<file path="src/rtl/pb_pkg.sv">
// pb_pkg: shared definitions for the push-button event path.
//   pb_event_state_t      - gesture classifier state encoding
//   PB_LONG_PRESS_DEFAULT - default hold length (cycles) for a long press
//   PB_DBL_GAP_DEFAULT    - default release-to-press window (cycles) for a double click
//   pb_max()              - helper for sizing counters from the two thresholds
package pb_pkg;

   typedef enum logic [2:0] {
      StIdle          = 3'd0,
      StPressed       = 3'd1,
      StLongHeld      = 3'd2,
      StWaitSecond    = 3'd3,
      StSecondPressed = 3'd4
   } pb_event_state_t;

   localparam int unsigned PB_LONG_PRESS_DEFAULT = 50_000_000;
   localparam int unsigned PB_DBL_GAP_DEFAULT    = 12_500_000;

   function automatic int unsigned pb_max(input int unsigned a, input int unsigned b);
      return (a > b) ? a : b;
   endfunction

endpackage

</file>
<file path="src/rtl/pb_edge_detect.sv">
// pb_edge_detect: one-cycle history register on an active-low button level plus
// edge strobes. Reusable by any consumer of the debounced button.
//   clk   in  clock
//   rst   in  synchronous active-high reset; history resets to "unpressed"
//   pb_in in  debounced button level, 1 = unpressed, 0 = pressed
//   pb_q  out registered copy of pb_in
//   rise  out combinational: button released this cycle (0 -> 1)
//   fall  out combinational: button pressed this cycle (1 -> 0)
module pb_edge_detect (
   input  logic clk,
   input  logic rst,
   input  logic pb_in,
   output logic pb_q,
   output logic rise,
   output logic fall
);

   // Resetting to 1 makes a button held through reset appear as a fresh press.
   always_ff @(posedge clk) begin
      if (rst) begin
         pb_q <= 1'b1;
      end else begin
         pb_q <= pb_in;
      end
   end

   assign fall = pb_q & ~pb_in;
   assign rise = ~pb_q & pb_in;

endmodule

</file>
<file path="src/rtl/pb_event_detect.sv">
// pb_event_detect: classifies a debounced active-low button into single-cycle events.
//   clk           in  clock
//   rst           in  synchronous active-high reset
//   pb_in         in  debounced button level, 1 = unpressed, 0 = pressed
//   pressed       out registered level, 1 while held
//   press_pulse   out one-cycle pulse per press
//   release_pulse out one-cycle pulse per release
//   short_click   out one-cycle pulse for a completed single click
//   double_click  out one-cycle pulse for a completed double click
//   long_press    out one-cycle pulse when the hold reaches LONG_PRESS_CYCLES
// Both thresholds must be >= 2; CNT_WIDTH is derived and must not be overridden.
// Build option: define PB_EVENT_DOUBLE_CLICK_EN to enable double-click detection.
// Without it a short click is reported together with its release and double_click is 0.
module pb_event_detect
   import pb_pkg::*;
#(
   parameter int unsigned LONG_PRESS_CYCLES       = PB_LONG_PRESS_DEFAULT,
   parameter int unsigned DOUBLE_CLICK_GAP_CYCLES = PB_DBL_GAP_DEFAULT,
   parameter int unsigned CNT_WIDTH               =
      $clog2(pb_max(LONG_PRESS_CYCLES, DOUBLE_CLICK_GAP_CYCLES) + 1)
) (
   input  logic clk,
   input  logic rst,
   input  logic pb_in,
   output logic pressed,
   output logic press_pulse,
   output logic release_pulse,
   output logic short_click,
   output logic double_click,
   output logic long_press
);

   localparam logic [CNT_WIDTH-1:0] LONG_LAST = CNT_WIDTH'(LONG_PRESS_CYCLES - 1);
`ifdef PB_EVENT_DOUBLE_CLICK_EN
   localparam logic [CNT_WIDTH-1:0] GAP_LAST  = CNT_WIDTH'(DOUBLE_CLICK_GAP_CYCLES - 1);
`endif

   logic            pb_q;
   logic            rise;
   logic            fall;
   pb_event_state_t state;
   logic [CNT_WIDTH-1:0] cnt;

   pb_edge_detect u_edge (
      .clk   (clk),
      .rst   (rst),
      .pb_in (pb_in),
      .pb_q  (pb_q),
      .rise  (rise),
      .fall  (fall)
   );

   // pb_q is already a register of the sampled level, so this is a registered output.
   assign pressed = ~pb_q;

   always_ff @(posedge clk) begin
      if (rst) begin
         state         <= StIdle;
         cnt           <= '0;
         press_pulse   <= 1'b0;
         release_pulse <= 1'b0;
         short_click   <= 1'b0;
         long_press    <= 1'b0;
`ifdef PB_EVENT_DOUBLE_CLICK_EN
         double_click  <= 1'b0;
`endif
      end else begin
         press_pulse   <= 1'b0;
         release_pulse <= 1'b0;
         short_click   <= 1'b0;
         long_press    <= 1'b0;
`ifdef PB_EVENT_DOUBLE_CLICK_EN
         double_click  <= 1'b0;
`endif
         // Saturate so a very long hold in LongHeld can never wrap into a match.
         if (cnt != '1) begin
            cnt <= cnt + CNT_WIDTH'(1);
         end

         case (state)
            StIdle: begin
               if (fall) begin
                  press_pulse <= 1'b1;
                  state       <= StPressed;
                  cnt         <= '0;
               end
            end

            // Release is tested first so it wins over the long threshold.
            StPressed: begin
               if (rise) begin
                  release_pulse <= 1'b1;
                  cnt           <= '0;
`ifdef PB_EVENT_DOUBLE_CLICK_EN
                  state         <= StWaitSecond;
`else
                  short_click   <= 1'b1;
                  state         <= StIdle;
`endif
               end else if (cnt == LONG_LAST) begin
                  long_press <= 1'b1;
                  state      <= StLongHeld;
                  cnt        <= '0;
               end
            end

            StLongHeld: begin
               if (rise) begin
                  release_pulse <= 1'b1;
                  state         <= StIdle;
                  cnt           <= '0;
               end
            end

`ifdef PB_EVENT_DOUBLE_CLICK_EN
            // A press on the expiry cycle still counts as the second press.
            StWaitSecond: begin
               if (fall) begin
                  press_pulse <= 1'b1;
                  state       <= StSecondPressed;
                  cnt         <= '0;
               end else if (cnt == GAP_LAST) begin
                  short_click <= 1'b1;
                  state       <= StIdle;
                  cnt         <= '0;
               end
            end

            // Holding the second press too long drops the pending first click.
            StSecondPressed: begin
               if (rise) begin
                  release_pulse <= 1'b1;
                  double_click  <= 1'b1;
                  state         <= StIdle;
                  cnt           <= '0;
               end else if (cnt == LONG_LAST) begin
                  long_press <= 1'b1;
                  state      <= StLongHeld;
                  cnt        <= '0;
               end
            end
`endif

            default: begin
               state <= StIdle;
               cnt   <= '0;
            end
         endcase
      end
   end

`ifndef PB_EVENT_DOUBLE_CLICK_EN
   assign double_click = 1'b0;
`endif

endmodule

</file>
<file path="config.mk">
export PLATFORM = sky130hd
export DESIGN_NAME = pb_event_detect
export DESIGN_NICKNAME = d
export VERILOG_FILES = /design/src/rtl/pb_pkg.sv /design/src/rtl/pb_edge_detect.sv /design/src/rtl/pb_event_detect.sv
export SDC_FILE = /design/constraint.sdc
export NUM_CORES = 1
export LEC_CHECK = 0
export CAP_MARGIN = 20
export CELL_PAD_IN_SITES_DETAIL_PLACEMENT = 1
export CELL_PAD_IN_SITES_GLOBAL_PLACEMENT = 1
export CORE_MARGIN = 2
export CORE_UTILIZATION = 43
export CTS_CLUSTER_SIZE = 28
export DETAILED_ROUTE_END_ITERATION = 12
export DONT_BUFFER_PORTS = 1
export PLACE_DENSITY_LB_ADDON = 0.1
export SYNTH_ARGS = -nofsm -noshare
export SYNTH_HDL_FRONTEND = slang
export SYNTH_HIERARCHICAL = 1
export SYNTH_SLANG_ARGS = --single-unit
export TNS_END_PERCENT = 20
</file>
<file path="constraint.sdc">
create_clock -name clk -period 1.9 [get_ports clk]
set_clock_uncertainty 0.05 [all_clocks]
set_input_delay 0.38 -clock clk [delete_from_list [all_inputs] [get_ports clk]]
set_output_delay 0.38 -clock clk [all_outputs]
set_load 0.01 [all_outputs]
</file>
==> flow_metrics.tcl <==
set metrics [dict create \
    via_count 1560 \
    holdPathStages 1 \
    synth.cell_area_mm2 0.00178 \
    wl_per_cell_um 17.7 \
    clock-sinks 33 \
    area_growth_pct 27.7 \
    period_needed_ns 1.92 \
    viasPerCell 5.61 \
    synth_nets 203 \
    start_kind "register" \
    slew_headroom 0.653 \
    layout_common_cells "dfxtp_1, buf_4, nor2_1, nand3_1, nand2_1" \
    crit_slowest_cell "dfxtp_4" \
    placed_cell_area_mm2 0.00198 \
    drive_above_1_share 0.320 \
    antenna_found_initial 0 \
    ys_ff_latch 33 \
    die_h_um 68.3 \
    n_antenna_cell 0 \
    clock_latency_ns 0.29 \
    final_hold_viol_count 0 \
    finalSetupViolCount 13 \
    dr.pass1.iters 4 \
    cts-htree-levels 2 \
    worst-setup-path-type "register to register" \
    cp_slowest_stage_delay_ns 0.37 \
    grt_pass1_vias 1536 \
    fin_crit_sh 1.01 \
    drcViolationCount 0 \
    cp_num_buf_inv 1 \
    ys_seq_area_frac 0.371 \
    synthAdderAreaFrac 0.0351 \
    worst_pin_slew_ns 0.521 \
    start_util 0.445 \
    dieWidth_um 68.3 \
    power.leakage_nw 0.827 \
    num-fill-cells 452 \
    track_usage 0.207 \
    overflow 0 \
    clock_path_buffers 2 \
    cts_tree "built" \
    cts_hold_buffers 0 \
    synth-xor-area-share 0.0492 \
    met3_usage 0.0477 \
    yosys_warnings 6 \
    powerDensity_mw_per_mm2 732 \
    synth_top_family_by_area "simple AND/OR/NAND/NOR gates" \
    drt_iter0_markers 59 \
    status "complete, but fails checks" \
    hpwl_um 3270 \
    fin_area_mm2 0.00227 \
    core_mm2 0.00400 \
    synth_compound_area_frac 0.166 \
    synthMuxAreaShare 0.0225 \
    drv_cap 0 \
    grt_pass1_wl_um 7220 \
    r2r_start "cnt[1]" \
    synthArstFlopShare 0 \
    vdd_drop_max_v 0.000471 \
    synth_simple_gate_area_frac 0.304 \
    worstPathCellList "ha_4 > and4_4 > nand3_4 > o31a_1 > o21ai_4 > clkbuf_16 > nor2_1" \
    fmax_mhz 521 \
    rsz0062_at_grt "true" \
    crit_family "compound AO/OA/AOI/OAI gates" \
    cts_inserted_buffers 5 \
    io_buffers 0 \
    rrSetupSlack_ns -0.02 \
    use_met2 0.357 \
    clk_pin_slew_ns 0.08 \
    synth_cells 195 \
    final_common_cell "dfxtp_1" \
    die-area_mm2 0.00467 \
    rows 23 \
    io_pins 9 \
    busiest_layer "met2" \
    hold_class "input pin to register" \
    cp.arrival_ns 2.05 \
    fin_ws_ns -0.0176 \
    synth_top_flop_cell "dfxtp_1" \
    ys_types 55 \
    worstPathRequired_ns 2.03 \
    hp-start "rst" \
    grt_max_degree 27 \
    r2r_end "cnt[18]" \
    violations "negative setup slack" \
    endpoint_kind "register" \
    nets 235 \
    routed_wl_um 4930 \
    pre_cts_ws_ns -0.0976 \
    reg2reg_depth 7 \
    synth_edf_count 0 \
    ant_nets 0 \
    crit_path_start "cnt[1]" \
    min_delay_worst_endpoint "long_press" \
    drv_slew 0 \
    synth_area_per_cell_um2 9.13 \
    crit_fanout 13 \
    hold_ws_ns 0.111 \
    clockRootBuffer "clkbuf_8" \
    gp_congestion 0.825 \
    grt_use_met1 0.257 \
]
## cell families after synthesis
family / after synthesis
flip-flops: 33
XOR/XNOR: 10
buffers and inverters: 14
multiplexers: 4
AND/OR/NAND/NOR: 88
other: 1
AO/OA/AOI/OAI: 40
adder cells (fa/ha/maj): 5
## how the worst max path moves through the flow
stage	endpoint	slack, ns	depth (start not counted)
floorplan	cnt[11]	0.01	8
global placement	cnt[14]	-0.03	5
detailed placement	cnt[12]	-0.1	5
CTS	cnt[17]	-0.008	7
global route	cnt[18]	-0.10	6
finish	cnt[18]	-0.02	7
## layer usage
layer,vias up,part of all wire
met5,-,0
met4,0,0.014
met3,6,0.020
met2,18,0.51
met1,767,0.46
li1,769,-
## stage by stage
stage / total power, mW / setup TNS, ns / util / instances
2_1_floorplan: 0.883 / 0 / - / 195
3_3_place_gp: 0.918 / -0.299 / 0.495 / 261
3_5_place_dp: 0.930 / -0.910 / 0.495 / 261
4_1_cts: 1.63 / -0.00934 / 0.534 / 271
5_1_grt: 1.73 / -2.17 / 0.568 / 278
6_report: 1.66 / -0.136 / 0.568 / 278
## sequential cells by signal (all words and copies together) (netlist names)
| name | count |
|---|---|
| cnt | 26 |
| short_click | 1 |
| long_press | 1 |
| u_edge/pb_q | 1 |
| release_pulse | 1 |
| state | 2 |
| press_pulse | 1 |
## area by class of cell
cell class | count | area (um^2) | share of cell area
clock buffers | 6 | 82.6 | 0.0363
flip-flops and latches | 33 | 671 | 0.295
repair buffers | 32 | 303 | 0.133
multi-input cells | 148 | 1090 | 0.480
well taps | 50 | 62.6 | 0.0275
clock inverters | 2 | 37.5 | 0.0165
inverters | 7 | 26.3 | 0.0116
## synth_stat cells, types with 2 or more instances
cell,number,area [um^2]
nor2_1,23,86.3
o2111ai_1,3,26.3
nor3_1,3,15.0
o31ai_1,4,30.0
inv_1,7,26.3
buf_6,3,33.8
nand3_4,2,35.0
a31oi_1,3,18.8
or4_1,3,22.5
and3b_1,2,17.5
nor4b_1,2,17.5
nand4_1,2,12.5
dfxtp_1,33,661
ha_1,5,62.6
nand2_1,10,37.5
xnor2_1,3,26.3
and3_1,4,25.0
o21ai_1,4,20.0
mux2i_1,4,40.0
or3_1,4,25.0
nand3_1,11,55.1
a21oi_1,10,50.1
nand4_2,2,25.0
or3_2,5,37.5
nor2b_1,2,12.5
xor2_1,7,61.3
o21ai_0,6,30.0
## where the power goes
| part | internal [mW] | total (mW) | switching (mW) |
|---|---|---|---|
| clock | 0.427 | 0.697 | 0.271 |
| combinational | 0.106 | 0.232 | 0.126 |
| sequential | 0.715 | 0.736 | 0.0202 |
| total | 1.25 | 1.66 | 0.417 |
## timing repair
item / CTS / global route
resized for setup: 2 / 15
gates cloned: 0 / 1
setup endpoints to repair: 26 / 28
buffers inserted: 2 / 6
pin swaps: 1 / 6
Power figures use the tool's default switching activity.
